===== config.mk =====
export PLATFORM = sky130hd
export DESIGN_NAME = hazard_unit
export DESIGN_NICKNAME = d
export VERILOG_FILES = /design/src/rtl/hazard_unit.sv
export SDC_FILE = /design/constraint.sdc
export NUM_CORES = 1
export LEC_CHECK = 0
export ABC_AREA = 1
export ABC_CLOCK_PERIOD_IN_PS = 3700
export CAP_MARGIN = 5
export CORE_MARGIN = 1
export CORE_UTILIZATION = 39
export CTS_CLUSTER_SIZE = 28
export DETAILED_ROUTE_END_ITERATION = 8
export GPL_TIMING_DRIVEN = 0
export MAX_ROUTING_LAYER = met4
export PLACE_DENSITY_LB_ADDON = 0.08
export SLEW_MARGIN = 20
export SYNTH_ARGS = -nofsm -noshare
export SYNTH_HDL_FRONTEND = slang
export SYNTH_SLANG_ARGS = --single-unit

===== constraint.sdc =====
create_clock -name clk -period 3.7 [get_ports clk]
set_input_delay 0.74 -clock clk [delete_from_list [all_inputs] [get_ports clk]]
set_output_delay 0.74 -clock clk [all_outputs]
set_load 0.02 [all_outputs]

===== src/rtl/hazard_unit.sv =====
// Hazard detection FSM: load-use and ID-resolved branch stalls, redirect squash.
// Optional perf counters when HAZARD_PERF_EN is defined.
module hazard_unit (
  input  logic       clk,
  input  logic       rst,
  input  logic [4:0] id_rs1,
  input  logic [4:0] id_rs2,
  input  logic       id_use_rs1,
  input  logic       id_use_rs2,
  input  logic       branch,
  input  logic       jump,
  input  logic [4:0] id_ex_rd,
  input  logic       id_ex_reg_we,
  input  logic       id_ex_mem_read,
  input  logic [4:0] ex_mem_rd,
  input  logic       ex_mem_reg_we,
  input  logic       ex_mem_mem_read,
  input  logic       redirect,
`ifdef HAZARD_PERF_EN
  output logic [31:0] stall_cycles,
  output logic [31:0] flush_count,
`endif
  output logic       pc_stall,
  output logic       if_id_stall,
  output logic       id_ex_bubble,
  output logic       if_id_flush,
  output logic       hz_busy
);

  typedef enum logic {RUN, STALL} state_t;

  state_t     state_q, state_d;
  logic [1:0] cnt_q, cnt_d;
  logic [1:0] need;
  logic       br;
  logic       m_ex;
  logic       m_mem;
  logic       stall;

  assign br = branch | jump;

  // x0 is hardwired zero, so it never carries a real dependence
  assign m_ex = id_ex_reg_we && (id_ex_rd != 5'd0) &&
    ((id_use_rs1 && id_ex_rd == id_rs1) ||
     (id_use_rs2 && id_ex_rd == id_rs2));

  assign m_mem = ex_mem_reg_we && (ex_mem_rd != 5'd0) &&
    ((id_use_rs1 && ex_mem_rd == id_rs1) ||
     (id_use_rs2 && ex_mem_rd == id_rs2));

  always_comb begin
    need = 2'd0;
    if (br && id_ex_mem_read && m_ex)
      need = 2'd2;
    else if (br && m_ex)
      need = 2'd1;
    else if (br && ex_mem_mem_read && m_mem)
      need = 2'd1;
    else if (!br && id_ex_mem_read && m_ex)
      need = 2'd1;
  end

  always_comb begin
    state_d = state_q;
    cnt_d   = cnt_q;
    stall   = 1'b0;
    case (state_q)
      RUN: begin
        cnt_d = 2'd0;
        if (need != 2'd0) begin
          stall   = 1'b1;
          cnt_d   = need - 2'd1;
          state_d = (need > 2'd1) ? STALL : RUN;
        end
      end
      STALL: begin
        stall = 1'b1;
        cnt_d = cnt_q - 2'd1;
        if (cnt_q == 2'd1)
          state_d = RUN;
      end
      default: begin
        state_d = RUN;
        cnt_d   = 2'd0;
      end
    endcase
  end

  always_ff @(posedge clk or posedge rst) begin
    if (rst) begin
      state_q <= RUN;
      cnt_q   <= 2'd0;
    end else begin
      state_q <= state_d;
      cnt_q   <= cnt_d;
    end
  end

  // Outputs are forced low combinationally so reset takes effect at once
  assign pc_stall     = !rst && stall;
  assign if_id_stall  = !rst && stall;
  assign id_ex_bubble = !rst && stall;
  assign if_id_flush  = !rst && redirect && !stall;
  assign hz_busy      = !rst && (state_q == STALL);

`ifdef HAZARD_PERF_EN
  logic [31:0] stall_cycles_q;
  logic [31:0] flush_count_q;

  always_ff @(posedge clk or posedge rst) begin
    if (rst) begin
      stall_cycles_q <= 32'd0;
      flush_count_q  <= 32'd0;
    end else begin
      if (pc_stall)
        stall_cycles_q <= stall_cycles_q + 32'd1;
      if (if_id_flush)
        flush_count_q <= flush_count_q + 32'd1;
    end
  end

  assign stall_cycles = stall_cycles_q;
  assign flush_count  = flush_count_q;
`endif

endmodule


Yosys cells after proc, flatten, opt, wreduce, memory -nomap -nowiden:

Cells that the tools add are included.

* output and inout bits: 5
* bits of input ports: 31
* register bits after elaboration: 3

* bitwise logic cells: 2
* equal/unequal tests: 5
* reductions and logical operators: 27
* $lt $le $gt $ge: 1
* $add $sub $neg: 2
* muxes and demuxes: 12

Operator list (count)
* 5-bit == test: 4
* 1-bit logical AND: 19
* 5-bit nonzero test: 2
* 1-bit 2-to-1 mux: 7
* 2-bit 2-to-1 mux: 2
* 1-bit case mux with 2 select lines: 2
* 2-bit case mux with 2 select lines: 1
* 2-bit by 1-bit subtractor with 2-bit output, second input constant: 2
* 1-bit zero test: 3
* 2-bit by 1-bit == test with 1-bit output, second input constant: 1
* 2-bit by 1-bit > comparator with 1-bit output, second input constant: 1
* 1-bit logical OR: 2
* 2-bit nonzero test: 1
* 1-bit NOT: 1
* 1-bit bitwise OR: 1

Logic depth before layout (Yosys ltp):

* depth after elaboration: 14
* depth in mapped cells: 11

Least setup slack after synthesis:

Ideal clock, no wire load.

* path kind: input to output
* start: in id_rs2[1]
* end: out if_id_stall
* data required time: 2960 ps
* arrival time: 1813 ps
* buffers on the path: 1
* stages on the path: 11
* setup slack: 1147 ps
* cell sequence: inv_1 -> nand2_1 -> nand2_1 -> nor2_1 -> nand3_1 -> nand2_1 -> nand2_1 -> nor2_1 -> nor2_1 -> nor2_1 -> buf_4

* longest elaborated chain between the ends: 13

Ends and longest elaborated chain
* start, declared: RTL line 7 `input logic [4:0] id_rs2,`
* 5-bit == test: RTL line 45 `(id_use_rs2 && id_ex_rd == id_rs2));`
* 1-bit logical AND: RTL line 45
* 1-bit logical OR: RTL line 44 `((id_use_rs1 && id_ex_rd == id_rs1) ||`
* 1-bit logical AND: RTL line 43 `assign m_ex = id_ex_reg_we && (id_ex_rd != 5'd0) &&`
* 1-bit logical AND: RTL line 59 `else if (!br && id_ex_mem_read && m_ex)`
* 1-bit 2-to-1 mux: RTL line 59
* 1-bit 2-to-1 mux: RTL line 57 `else if (br && ex_mem_mem_read && m_mem)`
* 1-bit 2-to-1 mux: RTL line 55 `else if (br && m_ex)`
* 2-bit 2-to-1 mux *: RTL line 53 `if (br && id_ex_mem_read && m_ex)`
* 2-bit nonzero test *: RTL line 70 `if (need != 2'd0) begin`
* 1-bit 2-to-1 mux *: RTL line 70
* 1-bit case mux with 2 select lines *: RTL line 67 `case (state_q)`
* 1-bit logical AND *
* end, declared: RTL line 24 `output logic if_id_stall,`

Mark *: on every way between the ends. The rest lies on a longest branch, timed or not.

Worst setup path after layout:

* start: in jump
* end: out if_id_flush

* longest elaborated chain between the ends: 13

Ends and longest elaborated chain
* start, declared: RTL line 11 `input logic jump,`
* 1-bit bitwise OR *: RTL line 40 `assign br = branch | jump;`
* 1-bit zero test: RTL line 59
* 1-bit logical AND (2 in series): RTL line 59
* 1-bit 2-to-1 mux: RTL line 59
* 1-bit 2-to-1 mux: RTL line 57
* 1-bit 2-to-1 mux: RTL line 55
* 2-bit 2-to-1 mux *: RTL line 53
* 2-bit nonzero test *: RTL line 70
* 1-bit 2-to-1 mux *: RTL line 70
* 1-bit case mux with 2 select lines *: RTL line 67
* 1-bit zero test *: RTL line 103 `assign if_id_flush = !rst && redirect && !stall;`
* 1-bit logical AND *: RTL line 103
* end, declared: RTL line 26 `output logic if_id_flush,`

Marked as above.

==> results.json <==
{
  "worst_hold_path_type": "reg2reg",
  "arrival_ns": 2.50,
  "tritoncts_clock_tree": "done",
  "routed_via_density": 4.52,
  "postCtsSetupRepairBufs": 0,
  "final_max_slew_viol_count": 0,
  "coreArea_mm2": 0.00137,
  "initial_core_util": 0.442,
  "floorplan.rows": 13,
  "post-route-drc-count": 0,
  "layout_worst_path_cycle_share": 0.875,
  "drt.antenna.violating_nets": 0,
  "path_class": "in2out",
  "setup-tns-final_ns": 0,
  "power_leakage_nw": 0.643,
  "flip_flop_and_latch_count_after_synthesis": 3,
  "drive_gt1_frac": 0.0523,
  "ys_types": 12,
  "fin_skew_ns": 0.00218,
  "synth_seq_area_share": 0.124,
  "layout.cells.most_common_list": "sky130_fd_sc_hd__nand2_1 (61), sky130_fd_sc_hd__clkdlybuf4s50_1 (32), sky130_fd_sc_hd__nor2_1 (24)",
  "yosys_warnings": 0,
  "path_clk_slew_ns": 0.04,
  "result_of_the_run": "finished, final reports clean",
  "n_fill_cell": 136,
  "synth_area_per_cell_um2": 4.54,
  "gp_congestion": 0.899,
  "worstMarginPinSlew_ns": 0.232,
  "grt_setup_unrepaired": "no",
  "number_of_antenna_violations_at_the_first_check_in_global_routing": 0,
  "grt_max_degree": 7,
  "total_global_routing_track_utilization": 0.226,
  "num_antenna_cells": 0,
  "design.die.area_mm2": 0.00171,
  "power.ir.vdd_worst_v": 0.000217,
  "cts_made_buffers": 3,
  "mappedNetlistNets": 165,
  "placed_cells_incl_taps": 183,
  "die_width_um": 41.4,
  "relSlewSlack": 0.845,
  "max-cap-violations": 0,
  "start_kind": "input port",
  "fin_cells": 187,
  "via_count": 845,
  "layout.cells.most_common": "sky130_fd_sc_hd__nand2_1",
  "syn2layout_area_growth_pct": 66.7,
  "routed_wirelength_um": 1680,
  "first_pass_grt_wire_length_um": 2440,
  "cts-htree-levels": 1,
  "grt_overflow": 0,
  "mappedNetlistArea_um2": 604,
  "clock.fmax_ghz": 0.309,
  "clk-insertion-delay-late_ns": 0.24,
  "number_of_global_route_vias_before_repair": 658,
  "critical_path_peak_fanout": 3,
  "route.detailed.wl_per_inst_um": 8.99,
  "port-buffer-count": 35,
  "hold_ws_ns": 0.464,
  "min_period_ns": 3.24,
  "floorplan.io_pins": 36,
  "die_height_um": 41.4,
  "drt_pass1_iterations": 4,
  "worstSetupEndpointType": "output port",
  "final_hold_viol_count": 0,
  "layout.nets": 205,
  "place.detailed.hpwl_um": 1410,
  "p_per_area_mw_per_mm2": 276,
  "maximum_clock_path_buffer_count": 2,
  "syn_inst": 133,
  "cp.required_ns": 2.96,
  "drtIter0Drc": 20,
  "finalSetupViolations": 0,
  "clockRootBuffer": "sky130_fd_sc_hd__clkbuf_4",
  "cts_num_sinks": 3
}
logic make-up after synthesis:
| group | synth area share |
|---|---|
| fa+ha+maj | 0.0207 |
| compound gates | 0.0331 |
| buf+inv | 0.186 |
| simple gates | 0.636 |
| flops | 0.124 |
registers in the layout, indices dropped and copies added, names as in the netlist:
register / flops
cnt_q: 2
state_q: 1
final cells by class:
type,instances,area [um2],area share
timing repair buffer,35,358,0.355
clock buffer,4,26.3,0.0261
inverter,26,97.6,0.0969
buffer,2,15.0,0.0149
sequential,3,75.1,0.0745
tap,15,18.8,0.0186
multi-input combinational,102,417,0.414
per-layer routing:
metal	track usage	routed length, um
met4	0.0484	8
met3	0.0638	125
met2	0.375	744
met5	-	0
met1	0.273	803
report_power, final:
| part | total [W] | internal (W) | switching (W) |
|---|---|---|---|
| sequential | 0.0000546 | 0.0000482 | 0.00000639 |
| clock | 0.0000610 | 0.0000406 | 0.0000204 |
| combinational | 0.000162 | 0.0000817 | 0.0000806 |
worst max-delay path: stages:
cell and delay, ns:
sky130_fd_sc_hd__clkdlybuf4s50_1 0.39, sky130_fd_sc_hd__or2_2 0.32, sky130_fd_sc_hd__nor2_1 0.15, sky130_fd_sc_hd__inv_1 0.06, sky130_fd_sc_hd__nand3_1 0.08, sky130_fd_sc_hd__nand3_1 0.06
sky130_fd_sc_hd__nor2_1 0.09, sky130_fd_sc_hd__clkdlybuf4s50_1 0.60
metrics by stage:
stage | area, um2 | power, W | util | setup slack (ns)
2_1_floorplan | 604 | 0.000142 | - | 1.15
3_3_place_gp | 973 | 0.000213 | 0.712 | 0.192
3_5_place_dp | 973 | 0.000218 | 0.712 | 0.141
4_1_cts | 1000 | 0.000281 | 0.732 | 0.134
5_1_grt | 1010 | 0.000304 | 0.737 | 0.244
6_report | 1010 | 0.000278 | 0.737 | 0.462
what timing repair did:
action,CTS,global route
endpoints found under the setup margin,0,3
endpoints found under the hold margin,0,0
hold buffers,0,0
resized for setup,0,3
synth_stat cells:
cell type,number,area share
sky130_fd_sc_hd__nand2_1,61,0.38
sky130_fd_sc_hd__nor2_1,24,0.15
sky130_fd_sc_hd__inv_1,23,0.14
sky130_fd_sc_hd__nand3_1,8,0.066
sky130_fd_sc_hd__o21ai_0,4,0.033
sky130_fd_sc_hd__dfrtp_1,3,0.12
sky130_fd_sc_hd__inv_2,3,0.019
sky130_fd_sc_hd__buf_4,2,0.025
sky130_fd_sc_hd__nand4_1,2,0.021
sky130_fd_sc_hd__ha_1,1,0.021
sky130_fd_sc_hd__or2_1,1,0.010
sky130_fd_sc_hd__or2_2,1,0.010
final timing paths:
kind	from	endpoint	slack [ns]	depth (start not counted)
worst max-delay path	jump	if_id_flush	0.46	8
worst min-delay path	state_q	cnt_q[1]	0.46	2
worst max register to register	state_q	state_q	2.68	4
worst min register to register	state_q	cnt_q[1]	0.46	2
max in group asynchronous	rst	cnt_q[1]	2.82	2
min in group asynchronous	rst	state_q	0.73	2
Power figures use the tool's default switching activity.
